==> src/rtl/arbiter_age_n.sv <==
// -----------------------------------------------------------------------------
// arbiter_age_n
//   N-way age-ordered arbiter in front of a shared downstream buffer.
//   Requests are served strictly in arrival order. Requests that arrive in
//   the same cycle form one age group. Within a group the lowest index wins,
//   unless the round-robin tie-break is compiled in.
//
//   Optional feature macro: ARBITER_RR_EN
//     defined   - a 'last granted' pointer selects within a group, round-robin.
//     undefined - within-group selection is fixed lowest-index.
//
// Parameters
//   N      number of requesters (>= 2)
//   DEPTH  number of stored age groups (1..N)
//
// Ports
//   clk            clock
//   rst            synchronous active-high reset
//   request[N]     level request per requester
//   buffer_full_i  downstream full, suppresses the grant
//   grant[N]       one-hot grant, or zero (combinational)
//   grant_v_o      a grant is valid this cycle (combinational)
//   pending_o      number of requesters held in the registered queue
// -----------------------------------------------------------------------------
module arbiter_age_n #(
  parameter int N     = 4,
  parameter int DEPTH = N
) (
  input  logic                   clk,
  input  logic                   rst,
  input  logic [N-1:0]           request,
  input  logic                   buffer_full_i,
  output logic [N-1:0]           grant,
  output logic                   grant_v_o,
  output logic [$clog2(N+1)-1:0] pending_o
);

  localparam int PW = $clog2(N+1);
  localparam int IW = $clog2(DEPTH+1);

  typedef logic [N-1:0] vec_t;

  // Stored groups are always compacted: nonempty groups sit at the low
  // indices and every unused slot holds zero, so no separate count is kept.
  vec_t          groups_q [DEPTH];
  vec_t          groups_d [DEPTH];
  vec_t          eff      [DEPTH+1];  // compacted, withdrawn groups + arrivals
  vec_t          comp     [DEPTH+1];  // eff minus the granted bit, compacted
  vec_t          tracked;
  vec_t          arrival;
  vec_t          cand;
  vec_t          pick;
  logic          found;
  logic [IW-1:0] wr_idx;
  logic [IW-1:0] cmp_idx;
  logic [PW-1:0] pend_cnt;

  // Effective queue: mask stored groups with request (withdrawal), squeeze
  // out the groups that became empty, then append the arrival group.
  always_comb begin
    // NOTE: every variable gets a default before any conditional write, so
    // no path leaves it holding its old value and no latch is inferred.
    tracked = '0;
    for (int i = 0; i < DEPTH; i++) tracked |= groups_q[i];
    arrival = request & ~tracked;
    for (int j = 0; j <= DEPTH; j++) eff[j] = '0;
    wr_idx = '0;
    for (int i = 0; i < DEPTH; i++) begin
      if ((groups_q[i] & request) != '0) begin
        eff[wr_idx] = groups_q[i] & request;
        wr_idx      = wr_idx + IW'(1);
      end
    end
    eff[wr_idx] = arrival;
  end

  // Because eff is compacted, eff[0] is always the first nonempty group.
`ifdef ARBITER_RR_EN
  localparam int LW = $clog2(N);

  logic [LW-1:0] last_q;
  logic [LW-1:0] grant_idx;

  // First set bit above the last granted index, otherwise wrap to the lowest.
  always_comb begin
    pick  = '0;
    found = 1'b0;
    for (int i = 0; i < N; i++) begin
      if (!found && eff[0][i] && (LW'(i) > last_q)) begin
        pick[i] = 1'b1;
        found   = 1'b1;
      end
    end
    for (int i = 0; i < N; i++) begin
      if (!found && eff[0][i]) begin
        pick[i] = 1'b1;
        found   = 1'b1;
      end
    end
  end

  always_comb begin
    grant_idx = last_q;
    for (int i = 0; i < N; i++) if (grant[i]) grant_idx = LW'(i);
  end

  always_ff @(posedge clk) begin
    if (rst)            last_q <= LW'(N-1);
    else if (grant_v_o) last_q <= grant_idx;
  end
`else
  always_comb begin
    pick  = '0;
    found = 1'b0;
    for (int i = 0; i < N; i++) begin
      if (!found && eff[0][i]) begin
        pick[i] = 1'b1;
        found   = 1'b1;
      end
    end
  end
`endif

  assign grant     = (rst || buffer_full_i) ? '0 : pick;
  assign grant_v_o = |grant;

  // Next state: drop the granted bit, compact again, and fold any group that
  // does not fit into the youngest stored slot so no request is lost.
  always_comb begin
    for (int j = 0; j <= DEPTH; j++) comp[j] = '0;
    cmp_idx = '0;
    cand    = '0;
    for (int j = 0; j <= DEPTH; j++) begin
      cand = (j == 0) ? (eff[0] & ~grant) : eff[j];
      if (cand != '0) begin
        comp[cmp_idx] = cand;
        cmp_idx       = cmp_idx + IW'(1);
      end
    end
    for (int i = 0; i < DEPTH - 1; i++) groups_d[i] = comp[i];
    groups_d[DEPTH-1] = comp[DEPTH-1] | comp[DEPTH];
  end

  always_comb begin
    pend_cnt = '0;
    for (int i = 0; i < DEPTH; i++)
      for (int b = 0; b < N; b++) pend_cnt = pend_cnt + PW'(groups_q[i][b]);
    pending_o = rst ? '0 : pend_cnt;
  end

  always_ff @(posedge clk) begin
    // NOTE: the group registers are reset explicitly; an uncleared slot would
    // look like a queued request and break the compaction invariant.
    if (rst) begin
      for (int i = 0; i < DEPTH; i++) groups_q[i] <= '0;
    end else begin
      // NOTE: non-blocking so every slot loads the pre-edge next state.
      for (int i = 0; i < DEPTH; i++) groups_q[i] <= groups_d[i];
    end
  end

endmodule

==> config.mk <==
export PLATFORM = sky130hd
export DESIGN_NAME = arbiter_age_n
export DESIGN_NICKNAME = d
export VERILOG_FILES = /design/src/rtl/arbiter_age_n.sv
export SDC_FILE = /design/constraint.sdc
export NUM_CORES = 1
export LEC_CHECK = 0
export CAP_MARGIN = 20
export CORE_ASPECT_RATIO = 1.25
export CORE_UTILIZATION = 30
export DETAILED_ROUTE_END_ITERATION = 12
export SETUP_SLACK_MARGIN = 0.15
export SLEW_MARGIN = 5
export SYNTH_ARGS = -nofsm -noshare
export SYNTH_HDL_FRONTEND = slang
export SYNTH_SLANG_ARGS = --single-unit
==> constraint.sdc <==
create_clock -name clk -period 8 [get_ports clk]
set_input_delay 1.2 -clock clk [delete_from_list [all_inputs] [get_ports clk]]
set_output_delay 1.2 -clock clk [all_outputs]
set_load 0.02 [all_outputs]
==> metrics, run 1 <==
CP delay by family, top compound AO/OA/AOI/OAI gates; drt total wl 11240 um; setup violators final 0; CTS hold repair buffers 0; Avg WL per Cell ~20 um; CP Capture Type flop; # rows 40; crit-path max FO 11; via count between 3000 and 4000; clk_skew 0.003065 ns; Worst EP arrival 7.40 ns; pin count of the biggest net entering global routing 22; initial antenna violation count 0; crit path kind in2reg; Syn Area/Cell 7.287 um2; Antenna Cells 0; first-pass GRT wire length 17570 um; clock period minus worst slack 7.239 ns; grt total ovfl 0; CTS H-tree lvls 1; Syn Inst Count 415; clock root buffer clkbuf_16; outcome complete, no violations; Area contributors post-synth dfxtp_1 (11%), fa_1 (7.9%), o21ai_0 (5.5%), nand2_1 (4.8%), nor2_1 (4.7%); Worst VDD drop 0.2767 mV; # Post-CTS Setup Buffers 0; post-cts resize count 0; max-cap violations 0; CTS tree built; maximum clock insertion buffer count 2; P&R area growth vs syn 12.12%; Worst-Margin Slew roughly 0.85 ns; worst slack, placed roughly 0.69 ns; Detailed Place HPWL just over 9000 um; fill count 1074; Worst-Skew Late Latency ~0.25 ns; die span in x between 90 and 100 um; max incr delay on CP 0.72 ns; largest registers groups_q (16); clock transition at the registers of the reported paths 0.05 ns; hold crit path type reg2reg; setup TNS 0 ns; crit path buf inv count 2; final cycle utilization of the critical path 90.49%; mapped cell area approximately 3000 um2; Layout Nets 454; CP startpoint kind primary input; gpl congestion 1.009; Critical Path RT 8.16 ns; fraction of registers with async set/reset 0%; Initial Util between 30% and 40%; Post-synth EDFFs 0; Power, Total 1.364 mW; Post-Syn Nets 444; Synth Warn # 0; worst-path cell chain clkdlybuf4s50_1 -> buf_4 -> a22oi_1 -> nand2_1 -> ha_1 -> nand2_1 -> o21bai_2 -> a41oi_1 -> o21ai_0 -> or4_1 -> fa_1 -> nor4b_2 -> o32ai_2 -> nor3_2 -> a221oi_1 -> a22oi_1; core area 9709 um2; num ports 15; fmax 138.1 MHz; max reg flops 16; Pwr Density 402.2 nW/um2; sequential cell area fraction in the yosys report 10.59%; die height 114.3 um; RSZ-0062 raised after global routing false; Final ANT Viol Nets 0; Top FF cell, synth dfxtp_1; number of vias per cell between 6 and 7; Final WS setup about 0.76 ns; cts bufs inserted 3; die area around 10000 um2; synthesized flop and latch total 16; Final Hold Vio Count 0; slowest stage cell, crit path a41oi_1; Largest Register groups_q; library cells used by synthesis 74; vias in the first global route 3308; Pleak 1.143 nW; drt initial violations 413; cell taking the most area after synthesis dfxtp_1; Port Buffer Count 14; post-synth top area share roughly a tenth; Final Max Slew Viols 0; Clock Sinks 16; GRT Overall Usage 21.42%; Residual DRC 0; Max-slew headroom 42.91%; DRT Pass-1 Iters 5; layout cells sized above 1 about a tenth
## report_power, final
group | internal, mW | total [mW] | leakage (nW) | switching, mW
combinational | 0.410 | 1.14 | 0.969 | 0.728
sequential | 0.0934 | 0.119 | 0.130 | 0.0255
clock | 0.0759 | 0.106 | 0.0442 | 0.0305
total | 0.580 | 1.36 | 1.14 | 0.784
## cell usage in the layout (no fill, tap or decap), types with 4 or more instances in the layout
| cell | instances |
|---|---|
| buf_4 | 9 |
| o21ai_1 | 6 |
| o31ai_1 | 4 |
| nand2_1 | 39 |
| nor2_1 | 38 |
| a32oi_1 | 9 |
| o22ai_1 | 4 |
| dfxtp_1 | 16 |
| a211oi_1 | 6 |
| o21ai_0 | 33 |
| nor3_1 | 12 |
| and3_1 | 10 |
| a21oi_1 | 16 |
| a31oi_1 | 10 |
| fa_1 | 12 |
| a22oi_1 | 14 |
| a22o_1 | 6 |
| nor4_1 | 4 |
| a211o_1 | 4 |
| o21a_1 | 5 |
| ha_1 | 10 |
| inv_1 | 23 |
| clkdlybuf4s50_1 | 14 |
| nand3_1 | 25 |
| o211ai_1 | 6 |
| nand4_1 | 6 |
## layout make-up
| type | count | area, um2 | share of cell area, % |
|---|---|---|---|
| inverter | 23 | 86.33 | 2.546 |
| tap | 126 | 157.7 | 4.649 |
| sequential | 16 | 320.3 | 9.446 |
| multi-input combinational | 358 | 2530 | 74.61 |
| timing repair buffer | 23 | 207.7 | 6.125 |
| clock buffer | 4 | 88.84 | 2.620 |
## layer usage
metal  global-route usage, %  vias up  part of all wire, %
met5                       0        -                    0
met4                   10.31        0                  4.4
met3                   1.793       40                  7.3
met2                   37.29      212                   48
met1                   26.64     1626                   40
li1                        -     1626                    -
## cell families after synthesis
family / Yosys count / synth area share [%]
xor+xnor: 3 / 0.8690
mux: 5 / 1.738
compound gates: 164 / 40.84
buf+inv: 41 / 5.751
fa+ha+maj: 24 / 12.74
simple gates: 162 / 27.47
flops: 16 / 10.59
## through the flow
| stage | cell area [um2] | hold WS [ns] | cells | util (%) |
|---|---|---|---|---|
| after floorplan | 3024 | 0.7477 | 415 | - |
| after global placement | 3302 | 0.8579 | 546 | 34.01 |
| after detailed placement | 3302 | 0.8851 | 546 | 34.01 |
| after CTS | 3391 | 0.8967 | 550 | 34.92 |
| after global routing | 3391 | 0.9834 | 550 | 34.92 |
| final | 3391 | 0.9270 | 550 | 34.92 |
## path summary, 6_finish.rpt
path	slack, ns	to	startpoint	cells past startpoint
max	0.76	groups_q[0][7]	request[1]	16
max reg2reg	1.88	groups_q[0][7]	groups_q[0][11]	13
min	0.93	groups_q[0][14]	groups_q[0][14]	2
min reg2reg	0.93	groups_q[0][14]	groups_q[0][14]	2
## cell usage after synthesis, types with 3 or more instances
| master | number |
|---|---|
| nor4_1 | 4 |
| o21ai_0 | 33 |
| a221oi_1 | 3 |
| nand2_1 | 39 |
| nor2_1 | 38 |
| a32oi_1 | 9 |
| a41oi_1 | 3 |
| xnor2_1 | 3 |
| nand4_1 | 6 |
| dfxtp_1 | 16 |
| or2_2 | 3 |
| buf_1 | 3 |
| ha_1 | 10 |
| o21ai_1 | 6 |
| and2_1 | 3 |
| o22ai_1 | 4 |
| o21a_1 | 5 |
| a31o_2 | 3 |
| a2111oi_0 | 3 |
| and3_1 | 10 |
| nor2b_1 | 3 |
| nor3_1 | 12 |
| a22oi_1 | 14 |
| a31oi_1 | 10 |
| a22o_1 | 6 |
| nand3_1 | 25 |
| inv_1 | 23 |
| a211oi_1 | 6 |
| o31ai_1 | 4 |
| mux2i_1 | 3 |
| nor3_2 | 3 |
| fa_1 | 12 |
| a21oi_1 | 16 |
| o211ai_1 | 6 |
| a211o_1 | 4 |
| clkbuf_1 | 11 |
## worst min-delay path: cells and delay by family, from the launching register on
family,cells,cell delay (ns)
flops,1,0.38
compound gates,2,0.49
Note: power is estimated with default switching activity, not from simulation.
==> inputs of run 2 (changes only) <==
==> constraint.sdc (replaced) <==
create_clock -name clk -period 8.9 [get_ports clk]
set_input_delay 1.335 -clock clk [delete_from_list [all_inputs] [get_ports clk]]
set_output_delay 1.335 -clock clk [all_outputs]
set_load 0.01 [all_outputs]
==> run 2 against run 1 <==
Net effect:
- clock skew about the same
- utilization shrank 0.62 points
- combinational power fell by 14%
- sequential share of layout area increased by 0.17 points
- sequential power decreased by 10%
- routed wire length is 0.44% higher
- setup slack better by 0.090 ns
- non-clock buffer count fell by 8
- critical path depth unchanged
- die area unchanged
- critical endpoint is now groups_q[0][4]
==> metrics, run 2 (synthesized netlist as in run 1, its figures left out) <==
clk_skew 0.003424 ns (+0.0003583 ns); Max-slew headroom 28.19% (-15 points); fill count 1068 (-0.56%); met2 Resource Use GR 37.89% (+0.60 points); Residual DRC 0 (unchanged); Final Hold Vio Count 0 (unchanged); max reg flops 16 (unchanged); Pwr Density 355.9 nW/um2 (-12%); fmax 124.2 MHz; Worst-Skew Late Latency 0.25 ns (about the same); CTS H-tree lvls 1 (unchanged); num ports 15 (unchanged); grt total ovfl 0 (unchanged); commonest non-fill, non-tap cell in the layout nand2_1; crit path kind in2reg; post-cts resize count 0 (unchanged); cts bufs inserted 3 (unchanged); Clock Sinks 16 (unchanged); maximum clock insertion buffer count 2 (unchanged); crit path buf inv count 2 (unchanged); CTS tree built; P&R area growth vs syn 10.14%; met3 Usage GRT 2.523% (+0.73 points); Largest Register groups_q; hold crit path type reg2reg; drt total wl 11290 um (+0.44%); first-pass GRT wire length 18180 um (+3.5%); M1 GR Usage 26.61% (-0.030 points); pin count of the biggest net entering global routing 22 (unchanged); Final ANT Viol Nets 0 (unchanged); via count 3545 (+1.2%); Reg area 320.3 um2 (unchanged); setup TNS 0 ns (unchanged); die span in x 91.80 um (unchanged); die area 10490 um2 (unchanged); Antenna Cells 0 (unchanged); clock root buffer clkbuf_16; CP Capture Type flop; core area 9709 um2 (unchanged); Detailed Place HPWL 8919 um (-1.7%); DRT Pass-1 Iters 5 (unchanged); slowest stage cell, crit path a211oi_1; clock period minus worst slack 8.049 ns; RSZ-0062 raised after global routing false; layout cells sized above 1 7.692% (-1.7 points); outcome complete, no violations; multi-input combinational cell area 2530 um2 (unchanged); Worst-Margin Slew 1.071 ns (+0.2169 ns); largest registers groups_q (16); CP startpoint kind primary input; CTS hold repair buffers 0 (unchanged); worst-path cell chain clkdlybuf4s50_1 -> a22o_1 -> or2_2 -> fa_1 -> inv_1 -> a211oi_1 -> nor2_1 -> a21oi_1 -> o22ai_1 -> or4_1 -> fa_1 -> nor4b_2 -> o32ai_2 -> nor3_2 -> a221oi_1 -> a22oi_1; Critical Path RT 9.07 ns (+0.91 ns); Port Buffer Count 14 (unchanged); drt initial violations 282 (-32%); Worst EP arrival 8.22 ns (+0.82 ns); gpl congestion 0.9582 (-5.0%); initial antenna violation count 0 (unchanged); clock transition at the registers of the reported paths 0.05 ns (about the same); max incr delay on CP 0.86 ns (+0.14 ns); worst hold margin 0.9566 ns (+0.02956 ns); commonest non-fill, non-tap cells in the layout nand2_1 (39), nor2_1 (38), o21ai_0 (33); die height 114.3 um (unchanged); final cycle utilization of the critical path between 90 and 100%; most used cell, CP fa_1; Layout Nets 446 (-1.8%); Layout Cells excl Fill 542 (-1.5%); vias in the first global route 3380 (+2.2%); Initial Util 31.15% (unchanged); number of vias per cell 6.541 (+2.7%); CP delay by family, top compound AO/OA/AOI/OAI gates; max-cap violations 0 (unchanged); Pleak 1.104 nW (-3.4%); crit-path max FO 15 (+4); grt peak-use layer met2; # Post-CTS Setup Buffers 0 (unchanged); # rows 40 (unchanged); Worst VDD drop 0.1650 mV (-40%); Final Max Slew Viols 0 (unchanged); GRT Overall Usage 21.92% (+0.51 points); dpl cells 538 (-1.5%); Avg WL per Cell 20.83 um (+1.9%); setup violators final 0 (unchanged)
==> run 2: changes by cell type in the layout (fill, tap and decap cells not counted), sizes merged <==
cell	delta
buf	-8
==> run 2: worst register-to-register path, delay by kind of cell (launching register included) <==
family | cells | cell delay (ns)
adders and majority gates | 2 | 1.54
and+or+nand+nor | 5 | 2.19
buffers and inverters | 1 | 0.15
DFF | 1 | 0.42
AOI/OAI and AO/OA | 7 | 2.24
==> run 2: through the flow <==
step                      power (mW)  area [um2]  util, %  setup WS [ns]
after global routing           1.283        3331    34.30         0.4476
after detailed placement       1.068        3242    33.39         0.8042
after CTS                      1.170        3331    34.30          1.042
after floorplan               0.8271        3024        -          2.435
final                          1.185        3331    34.30         0.8511
after global placement         1.063        3242    33.39         0.7434
==> run 2: layout make-up <==
cell class	instances	area share, %
Inverter	23	2.592
Clock buffer	4	2.667
Timing Repair Buffer	15	4.433
Tap cell	126	4.733
Sequential cell	16	9.617
Multi-Input combinational cell	358	75.96
==> run 2: power breakdown <==
group	switching, mW	leakage, nW	total [mW]	internal (mW)
Combinational	0.638	0.930	0.980	0.341
Clock	0.0300	0.0442	0.0983	0.0684
Sequential	0.0235	0.130	0.107	0.0839
Total	0.692	1.10	1.19	0.494
==> run 2: final timing paths <==
| path | startpoint | to | slack [ns] | cells past startpoint |
|---|---|---|---|---|
| worst max register to register | groups_q[0][11] | groups_q[0][4] | 2.28 | 15 |
| worst max-delay path | request[3] | groups_q[0][4] | 0.85 | 16 |
| worst min register to register | groups_q[0][14] | groups_q[0][14] | 0.96 | 2 |
| worst min-delay path | groups_q[0][14] | groups_q[0][14] | 0.96 | 2 |
==> run 2: metal layers <==
metal	up-vias	part of all wire [%]
li1	1617	-
met3	43	8.2
met4	0	5.6
met5	-	0
met2	230	47
met1	1655	39
